==> src/rtl/uart_rx_oversample_if.sv <==
// Receive-side byte stream of the oversampling UART receiver: a
// valid/ready byte channel plus the two one-cycle error pulses.
interface uart_rx_oversample_if;
  logic [7:0] DataOut;
  logic       DataOutValid;
  logic       DataOutReady;
  logic       FramingError;
  logic       Overrun;

  // Receiver side: produces bytes and error pulses.
  modport master (
    output DataOut,
    output DataOutValid,
    output FramingError,
    output Overrun,
    input  DataOutReady
  );

  // Consumer side: accepts bytes and observes error pulses.
  modport slave (
    input  DataOut,
    input  DataOutValid,
    input  FramingError,
    input  Overrun,
    output DataOutReady
  );
endinterface

==> src/rtl/uart_rx_oversample.sv <==
// Oversampling UART receiver (8N1, LSB first).
// The serial line is synchronised, then sampled Oversample times per bit.
// Each bit is decided by a 3-sample majority around the middle of the bit.
// Received bytes go into a one-entry output buffer with a valid/ready handshake.
module uart_rx_oversample #(
  parameter int ClockFreq  = 100_000_000,
  parameter int BaudRate   = 115_200,
  parameter int Oversample = 16
) (
  input  logic                  Clock,
  input  logic                  Reset,
  input  logic                  SIn,
  uart_rx_oversample_if.master  rx
);

  localparam int TickTime = ClockFreq / (BaudRate * Oversample);
  localparam int TickW    = (TickTime > 1) ? $clog2(TickTime) : 1;
  localparam int SubW     = (Oversample > 1) ? $clog2(Oversample) : 1;

  localparam logic [TickW-1:0] TickLast = TickW'(TickTime - 1);
  localparam logic [SubW-1:0]  SubLast  = SubW'(Oversample - 1);
  localparam logic [SubW-1:0]  SubA     = SubW'(Oversample / 2 - 1);
  localparam logic [SubW-1:0]  SubB     = SubW'(Oversample / 2);
  localparam logic [SubW-1:0]  SubC     = SubW'(Oversample / 2 + 1);

  typedef enum logic [1:0] {
    IDLE  = 2'd0,
    START = 2'd1,
    DATA  = 2'd2,
    STOP  = 2'd3
  } state_t;

  // Synchroniser stages and the previous synchronised value for edge detection.
  logic [1:0]       sync_q;
  logic             prev_q;

  state_t           state_q, state_d;
  logic [TickW-1:0] tick_cnt_q, tick_cnt_d;
  logic [SubW-1:0]  sub_q, sub_d;
  logic [2:0]       bit_q, bit_d;
  logic [1:0]       samp_q, samp_d;
  logic [7:0]       shift_q, shift_d;
  logic [7:0]       data_q, data_d;
  logic             valid_q, valid_d;
  logic             fe_q, fe_d;
  logic             ovr_q, ovr_d;

  logic rx_s;
  logic fall;
  logic tick;
  logic mid;
  logic bit_end;
  logic maj;
  logic good;
  logic bad;

  assign rx_s = sync_q[1];
  assign fall = prev_q & ~rx_s;
  assign tick = (tick_cnt_q == TickLast);
  assign mid  = tick && (sub_q == SubC);
  assign bit_end = tick && (sub_q == SubLast);
  // The two earlier mid-bit samples are stored; the third is the live sample.
  assign maj  = (samp_q[0] & samp_q[1]) | (samp_q[0] & rx_s) | (samp_q[1] & rx_s);

  assign rx.DataOut      = data_q;
  assign rx.DataOutValid = valid_q;
  assign rx.FramingError = fe_q;
  assign rx.Overrun      = ovr_q;

  // Two-flop synchroniser plus edge-detect history; the idle line is high.
  always_ff @(posedge Clock) begin
    if (Reset) begin
      sync_q <= 2'b11;
      prev_q <= 1'b1;
    end else begin
      sync_q <= {sync_q[0], SIn};
      prev_q <= sync_q[1];
    end
  end

  // Frame state, counters, sample history and output buffer registers.
  always_ff @(posedge Clock) begin
    if (Reset) begin
      state_q    <= IDLE;
      tick_cnt_q <= '0;
      sub_q      <= '0;
      bit_q      <= 3'd0;
      samp_q     <= 2'b00;
      shift_q    <= 8'h00;
      data_q     <= 8'h00;
      valid_q    <= 1'b0;
      fe_q       <= 1'b0;
      ovr_q      <= 1'b0;
    end else begin
      state_q    <= state_d;
      tick_cnt_q <= tick_cnt_d;
      sub_q      <= sub_d;
      bit_q      <= bit_d;
      samp_q     <= samp_d;
      shift_q    <= shift_d;
      data_q     <= data_d;
      valid_q    <= valid_d;
      fe_q       <= fe_d;
      ovr_q      <= ovr_d;
    end
  end

  // Next-state logic: bit timing, majority sampling, frame decode.
  always_comb begin
    state_d    = state_q;
    tick_cnt_d = tick_cnt_q;
    sub_d      = sub_q;
    bit_d      = bit_q;
    samp_d     = samp_q;
    shift_d    = shift_q;
    good       = 1'b0;
    bad        = 1'b0;

    // Counters only run while a frame is in progress; IDLE holds them at 0.
    if (state_q != IDLE) begin
      tick_cnt_d = tick ? '0 : tick_cnt_q + 1'b1;
      if (tick) begin
        sub_d = (sub_q == SubLast) ? '0 : sub_q + 1'b1;
        if (sub_q == SubA) samp_d[0] = rx_s;
        if (sub_q == SubB) samp_d[1] = rx_s;
      end
    end

    case (state_q)
      IDLE: begin
        if (fall) begin
          state_d    = START;
          tick_cnt_d = '0;
          sub_d      = '0;
        end
      end
      START: begin
        if (mid && maj) begin
          // Glitch rather than a real start bit: drop silently.
          state_d    = IDLE;
          tick_cnt_d = '0;
          sub_d      = '0;
        end else if (bit_end) begin
          state_d = DATA;
          bit_d   = 3'd0;
        end
      end
      DATA: begin
        if (mid) shift_d = {maj, shift_q[7:1]};
        if (bit_end) begin
          if (bit_q == 3'd7) state_d = STOP;
          else               bit_d   = bit_q + 3'd1;
        end
      end
      STOP: begin
        // Decide at mid stop bit and return to IDLE at once so a
        // back-to-back start edge is not missed.
        if (mid) begin
          state_d    = IDLE;
          tick_cnt_d = '0;
          sub_d      = '0;
          if (maj) good = 1'b1;
          else     bad  = 1'b1;
        end
      end
      default: state_d = IDLE;
    endcase
  end

  // Output buffer: load, consume or drop, and the one-cycle error pulses.
  always_comb begin
    data_d  = data_q;
    valid_d = valid_q;
    fe_d    = bad;
    ovr_d   = 1'b0;

    if (valid_q && rx.DataOutReady) valid_d = 1'b0;

    if (good) begin
      if (!valid_q || rx.DataOutReady) begin
        data_d  = shift_q;
        valid_d = 1'b1;
      end else begin
        ovr_d = 1'b1;
      end
    end
  end

endmodule

==> src/flat_wrapper.sv <==
// flat-port wrapper written by rule: the top's interface ports become plain ports
module uart_rx_oversample_flat 
#(
  parameter int ClockFreq  = 100_000_000,
  parameter int BaudRate   = 115_200,
  parameter int Oversample = 16
)
  (Clock, Reset, SIn, rx_DataOut, rx_DataOutValid, rx_FramingError, rx_Overrun, rx_DataOutReady);
  uart_rx_oversample_if rx_i ();
  input  logic Clock;
  input  logic Reset;
  input  logic SIn;
  output wire logic [$bits(rx_i.DataOut)-1:0] rx_DataOut;
  output wire logic [$bits(rx_i.DataOutValid)-1:0] rx_DataOutValid;
  output wire logic [$bits(rx_i.FramingError)-1:0] rx_FramingError;
  output wire logic [$bits(rx_i.Overrun)-1:0] rx_Overrun;
  input wire logic [$bits(rx_i.DataOutReady)-1:0] rx_DataOutReady;
  assign rx_DataOut = rx_i.DataOut;
  assign rx_DataOutValid = rx_i.DataOutValid;
  assign rx_FramingError = rx_i.FramingError;
  assign rx_Overrun = rx_i.Overrun;
  assign rx_i.DataOutReady = rx_DataOutReady;
  uart_rx_oversample #(.ClockFreq(ClockFreq), .BaudRate(BaudRate), .Oversample(Oversample)) u_core (.Clock(Clock), .Reset(Reset), .SIn(SIn), .rx(rx_i));
endmodule
==> config.mk <==
export PLATFORM = sky130hd
export DESIGN_NAME = uart_rx_oversample_flat
export DESIGN_NICKNAME = d
export VERILOG_FILES = /design/src/rtl/uart_rx_oversample_if.sv /design/src/rtl/uart_rx_oversample.sv /design/src/flat_wrapper.sv
export SDC_FILE = /design/constraint.sdc
export NUM_CORES = 1
export LEC_CHECK = 0
export CAP_MARGIN = 25
export CORE_MARGIN = 2
export CORE_UTILIZATION = 43
export DETAILED_ROUTE_END_ITERATION = 8
export PLACE_DENSITY_LB_ADDON = 0.08
export SYNTH_ARGS = -nofsm -noshare
export SYNTH_HDL_FRONTEND = slang
export SYNTH_SLANG_ARGS = --single-unit
==> constraint.sdc <==
create_clock -name Clock -period 2.3 [get_ports Clock]
set_clock_uncertainty 0.1 [all_clocks]
set_input_delay 0.46 -clock Clock [delete_from_list [all_inputs] [get_ports Clock]]
set_output_delay 0.46 -clock Clock [all_outputs]
set_load 0.02 [all_outputs]
# --- After elaboration in Yosys (flattened, before gate mapping) ---
# Cells that the tools add are included.
totals:
  elab_cells: 93
  ff_bits: 39
  ramBits: 0
  romBits: 0
  n_memories: 0
  in_bits: 4
  out_inout_bits: 11
  latchBits: 0
op_classes:
  bitwise_logic: 10
  n_div: 0
  magnitude_cmp: 0
  addsub: 3
  muxes: 33
  n_eq_ne: 17
  shifts: 0
  mul: 0
  reduce_logical: 17
ops:
  columns: ["op", "n"]
  rows:
  - ["$mux W6", 5]
  - ["$mux W4", 6]
  - ["$pmux W6 S3", 1]
  - ["$eq A4 B4 Y1 const B", 3]
  - ["$mux W2", 6]
  - ["$mux W3", 4]
  - ["$pmux W4 S3", 1]
  - ["$ne A2 B1 Y1 const B", 5]
  - ["$reduce_and A5 Y1", 2]
  - ["$mux W1", 8]
  - ["$pmux W2 S4", 1]
  - ["$add A6 B1 Y6 const B", 1]
  - ["$eq A6 B6 Y1 const B", 1]
  - ["$pmux W3 S2", 1]
  - ["$reduce_and A3 Y1", 2]
  - ["$add A4 B1 Y4 const B", 1]
  - ["$and A1 B1 Y1", 4]
  - ["$eq A2 B2 Y1 const B", 2]
  - ["$eq A4 B3 Y1 const B", 1]
  - ["$logic_and A1 B1 Y1", 4]
  - ["$ne A2 B2 Y1 const B", 2]
  - ["$not A1 Y1", 4]
  - ["$reduce_and A2 Y1", 2]
  - ["$reduce_bool A2 Y1", 2]
  - ["other kinds (10)", 11]

# --- Depth between registers and ports, before layout ---
depth:
  ltp_word: 8
  ltp_mapped: 9
  depth_no_buf: 7

# --- Worst setup path before layout ---
# OpenSTA, ideal clock, no wires.
synth_timing:
  path_kind: "register -> register"
  start: "reg u_core.tick_cnt_q[1]"
  end: "reg u_core.sub_q[3]"
  n_path_buf: 1
  setup_ps: 87
  required_ps: 2113
  path_stages_with_launch: 9
  period_less_slack_ps: 1828
  arrival_time_ps: 1641
  path_slack_ps: 472
  cell_sequence: "dfxtp_1 inv_1 ha_1 and4b_1 buf_6 a21oi_4 o31ai_2 or4_1 o31ai_1"
synth_between:
  elab_chain_len: 5
  elab_cells_between_ends: 9
  cone_classes: "1 x eq/ne; 6 x mux; 2 x reduce/logical"
synth_lines:
  columns: ["element", "line", "source"]
  rows:
  - ["from (decl)", "uart_rx_oversample.sv:38", "logic [TickW-1:0] tick_cnt_q, tick_cnt_d;"]
  - ["from (signal assigned)", "uart_rx_oversample.sv:96", "tick_cnt_q <= tick_cnt_d;"]
  - ["$eq A6 B6 Y1 *", "uart_rx_oversample.sv:59", "assign tick = (tick_cnt_q == TickLast);"]
  - ["$mux W4 / $logic_and A1 B1 Y1 (equally long branches)", "uart_rx_oversample.sv:122, uart_rx_oversample.sv:60", null]
  - ["$mux W4 / $logic_and A1 B1 Y1 (equally long branches)", "uart_rx_oversample.sv:120, uart_rx_oversample.sv:138", null]
  - ["$mux W4, on equally long branches", "uart_rx_oversample.sv:158, uart_rx_oversample.sv:131, uart_rx_oversample.sv:138", null]
  - ["$pmux W4 S3 *", "uart_rx_oversample.sv:129", "case (state_q)"]
  - ["to (signal assigned)", "uart_rx_oversample.sv:97", "sub_q <= sub_d;"]
  - ["to (decl)", "uart_rx_oversample.sv:39", "logic [SubW-1:0] sub_q, sub_d;"]
# Mark *: on every way between the ends. The rest lies on a longest branch, timed or not.
# A chain may end at the register's enable or synchronous reset.

# --- Final worst setup path ---
layout_timing:
  start: "reg u_core.tick_cnt_q[0]"
  end: "reg u_core.state_q[0]"
layout_between:
  elab_chain_len: 5
  elab_cells_between_ends: 10
  cone_classes: "4 x eq/ne; 2 x mux; 4 x reduce/logical"
layout_lines:
  columns: ["element", "line", "source"]
  rows:
  - ["$eq A6 B6 Y1 *", "uart_rx_oversample.sv:59", null]
  - ["$logic_and A1 B1 Y1", "uart_rx_oversample.sv:60", "assign mid = tick && (sub_q == SubC);"]
  - ["$logic_and A1 B1 Y1", "uart_rx_oversample.sv:138", "if (mid && maj) begin"]
  - ["$ne A3 B1 Y1 (no source line) / $mux W2 (equally long branches)", null, null]
  - ["$reduce_and A5 Y1 (no source line) / $pmux W2 S4 (equally long branches)", null, null]
  - ["to (signal assigned)", "uart_rx_oversample.sv:95", "state_q <= state_d;"]
  - ["to (decl)", "uart_rx_oversample.sv:37", "state_t state_q, state_d;"]
# Marks and branches as above.

==> metrics.yaml <==
outcome:
  run_status: "complete, no violations"
floorplanning:
  row_count: 23
  core_area_mm2: 0.004086
  start_util_pct: 45.62
  io_pins: 15
  dieArea_mm2: 0.004878
  die_h_um: 69.85
  die_w_um: 69.85
power_and_ir_drop:
  swShare_pct: 29.61
  power_frac_comb_pct: 18.8
  p_leak_nw: 0.8443
  power.total_mw: 1.423
  internal_power_mw: 1.001
  net-switching-power_uw: 421.3
  peakVddDrop_v: 0.0003426
  powerDensity_mw_per_mm2: 664.6
  p_clk_share_pct: 31.8
  power_frac_seq_pct: 49.4
layout:
  fill_cells: 398
  diodes: 0
  final_cell_area_mm2: 0.002141
  layout-drive-gt1-share_pct: 12.16
  areaGrowthSynthToFinish_pct: 14.83
  final_nets: 236
cts:
  cts_tree: "done"
  htreeDepth: 2
  cts_buffer_depth: 2
  clock_latency_ps: 290
  cts_root_buf: "clkbuf_8"
  clk_pin_slew_ps: 80
  clkSinkCount: 39
  cts_made_buffers: 5
critical_path:
  crit_required_ps: 2380
  worstSetupPathType: "register to register"
  cp.arrival_ps: 2180
  cp-start-kind: "register"
  rrSetupSlack_ps: 200
  crit_fanout: 10
  cp-end-kind: "register"
global_routing:
  overflow: 0
  grt_usage_pct: 18.03
  grt_pass1_wl_um: 7107
  antenna_found_initial: 0
  grt_pass1_vias: 1512
  grt_max_degree: 19
logic_synthesis:
  yosys_warnings: 0
  synth-seq-cells: 39
  async_flop_share_pct: 0
  synth_edf_count: 0
  netlist_area_mm2: 0.001864
  ys_types: 49
  ys.flop_type: "dfxtp_1"
  synth_nets: 218
  seq_area_frac_synth_pct: 41.88
  syn_inst: 203
  avgSynthCellArea_um2: 9.184
timing:
  setup_ws_ps: 199.1
  hold_viol_final: 0
  setup_tns_ps: 0
  period_minus_slack_ps: 2101
  rsz0062_at_grt: "no"
  slew_headroom_pct: 62.04
  fmax_ghz: 0.4760
  final-max-slew-violation-count: 0
  period_share_pct: 91.35
  worstMarginPinSlew_ps: 565.6
  setup_viol: 0
drt:
  wl_um: 4031
  first_pass_iters: 4
  viasPerCell: 5.456
  vias: 1484
  remaining_drc_errors: 0
  ant_nets: 0
  drtIter0Drc: 77
  wl_per_cell_um: 14.82
placed_design:
  portBuffers: 14
  place_worst_setup_slack_ps: 137.6
  place.detailed.hpwl_um: 2952
  place_congestion: 0.8521
  placement.cell_area_mm2: 0.002054
run:
  cap_violations: 0
min_path:
  min_path_type: "register to register"
## worst max-delay path: stages (launching register included)
cell      delay (ps)
dfxtp_1          400
ha_1             190
and4b_2          370
a21oi_4           80
nor3_1           390
nand3_1          160
a221oi_1         300
## power groups by stage
stage,clock network (mW),logic (mW),registers [mW]
final,0.453,0.268,0.702
after global routing,0.501,0.296,0.705
after CTS,0.467,0.265,0.702
after detailed placement,0,0.263,0.718
after global placement,0,0.251,0.717
after floorplan,0,0.190,0.715
## final cells by class
| type | count | area, µm² | share of cell area [%] |
|---|---|---|---|
| inverters | 10 | 37.54 | 1.753 |
| flip-flops and latches | 39 | 780.7 | 36.47 |
| repair buffers | 20 | 185.2 | 8.650 |
| multi-input cells | 145 | 989.7 | 46.23 |
| clock inverters | 2 | 12.51 | 0.5845 |
| clock buffers | 6 | 72.57 | 3.390 |
| well taps | 50 | 62.56 | 2.922 |
## logic make-up after synthesis
| family | share of synthesized area [%] |
|---|---|
| muxes | 6.510 |
| buffers and inverters | 5.100 |
| DFF | 41.88 |
| and+or+nand+nor | 23.96 |
| AOI/OAI and AO/OA | 12.69 |
| adders and majority gates | 7.986 |
| xor gates and xnor gates | 1.880 |
## what timing repair did
action | in CTS | in global routing
buffers inserted | 0 | 0
endpoints found under the setup margin | 0 | 9
resized for setup | 0 | 2
hold endpoints to repair | 0 | 0
hold buffers | 0 | 0
## cell usage after synthesis (all sizes together), types with 2 or more instances
cell | instances | share of area, %
and4b | 2 | 1.1
and3 | 3 | 1.1
and2 | 3 | 1.1
a22o | 2 | 0.94
clkbuf | 4 | 0.81
xor2 | 2 | 0.94
o31ai | 3 | 1.5
o21ai | 2 | 0.54
mux2i | 11 | 5.9
nor4b | 2 | 0.94
or4 | 2 | 0.81
nor2b | 3 | 1.0
nand4 | 2 | 1.0
a21oi | 15 | 4.6
nand2b | 4 | 1.3
a221oi | 2 | 0.94
nand4b | 3 | 1.4
buf | 5 | 2.3
a211oi | 2 | 0.81
inv | 10 | 2.0
nand3 | 5 | 1.3
ha | 11 | 7.4
dfxtp | 39 | 42
or2 | 3 | 1.0
nor2 | 13 | 2.6
xnor2 | 2 | 0.94
nor3 | 10 | 2.7
nand2 | 25 | 5.0
## placed cells by master (no fill, tap or decap), types with 2 or more instances in the layout
cell             count
a21oi_1             14
buf_4                6
and3_1               2
inv_1               10
or2_2                3
dfxtp_1             39
and2_2               2
xnor2_1              2
clkdlybuf4s50_1     14
nor4b_1              2
ha_1                11
xor2_1               2
or4_1                2
nor2_1              13
o21ai_1              2
nand2b_1             4
nor2b_1              3
nand2_1             25
a221oi_1             2
a211oi_1             2
nor3_1              10
clkbuf_8             5
nand3_1              5
o31ai_1              2
a22o_1               2
nand4b_1             3
mux2i_1             11
## registers in the layout (all words and copies together) (netlist names), 2 cells and up, named ones only
name / cells
u_core.tick_cnt_q: 6
u_core.rx.DataOut: 8
u_core.sync_q: 2
u_core.sub_q: 4
u_core.samp_q: 2
u_core.shift_q: 8
u_core.bit_q: 3
## worst paths after layout
| path | startpoint | endpoint | depth (start not counted) |
|---|---|---|---|
| setup reg to reg | u_core.tick_cnt_q[0] | u_core.state_q[0] | 6 |
| hold / removal | u_core.sync_q[0] | u_core.sync_q[1] | 1 |
| setup / recovery | u_core.tick_cnt_q[0] | u_core.state_q[0] | 6 |
| hold reg to reg | u_core.sync_q[0] | u_core.sync_q[1] | 1 |
## through the flow
| step | hold WS (ps) | cells | util, % |
|---|---|---|---|
| 6_report | 326.0 | 272 | 52.39 |
| 5_1_grt | 337.1 | 272 | 52.39 |
| 4_1_cts | 330.4 | 272 | 52.36 |
| 3_5_place_dp | 310.3 | 264 | 50.28 |
| 2_1_floorplan | 289.5 | 203 | - |
| 3_3_place_gp | 303.5 | 264 | 50.28 |
## routing by layer
metal | share of wire, % | track usage (%) | wire, µm
met1 | 50 | 23.16 | 2034
met3 | 2.5 | 5.087 | 99
met2 | 46 | 29.31 | 1848
met5 | 0 | 0 | 0
met4 | 1.2 | 5.556 | 49
Power figures use the tool's default switching activity.
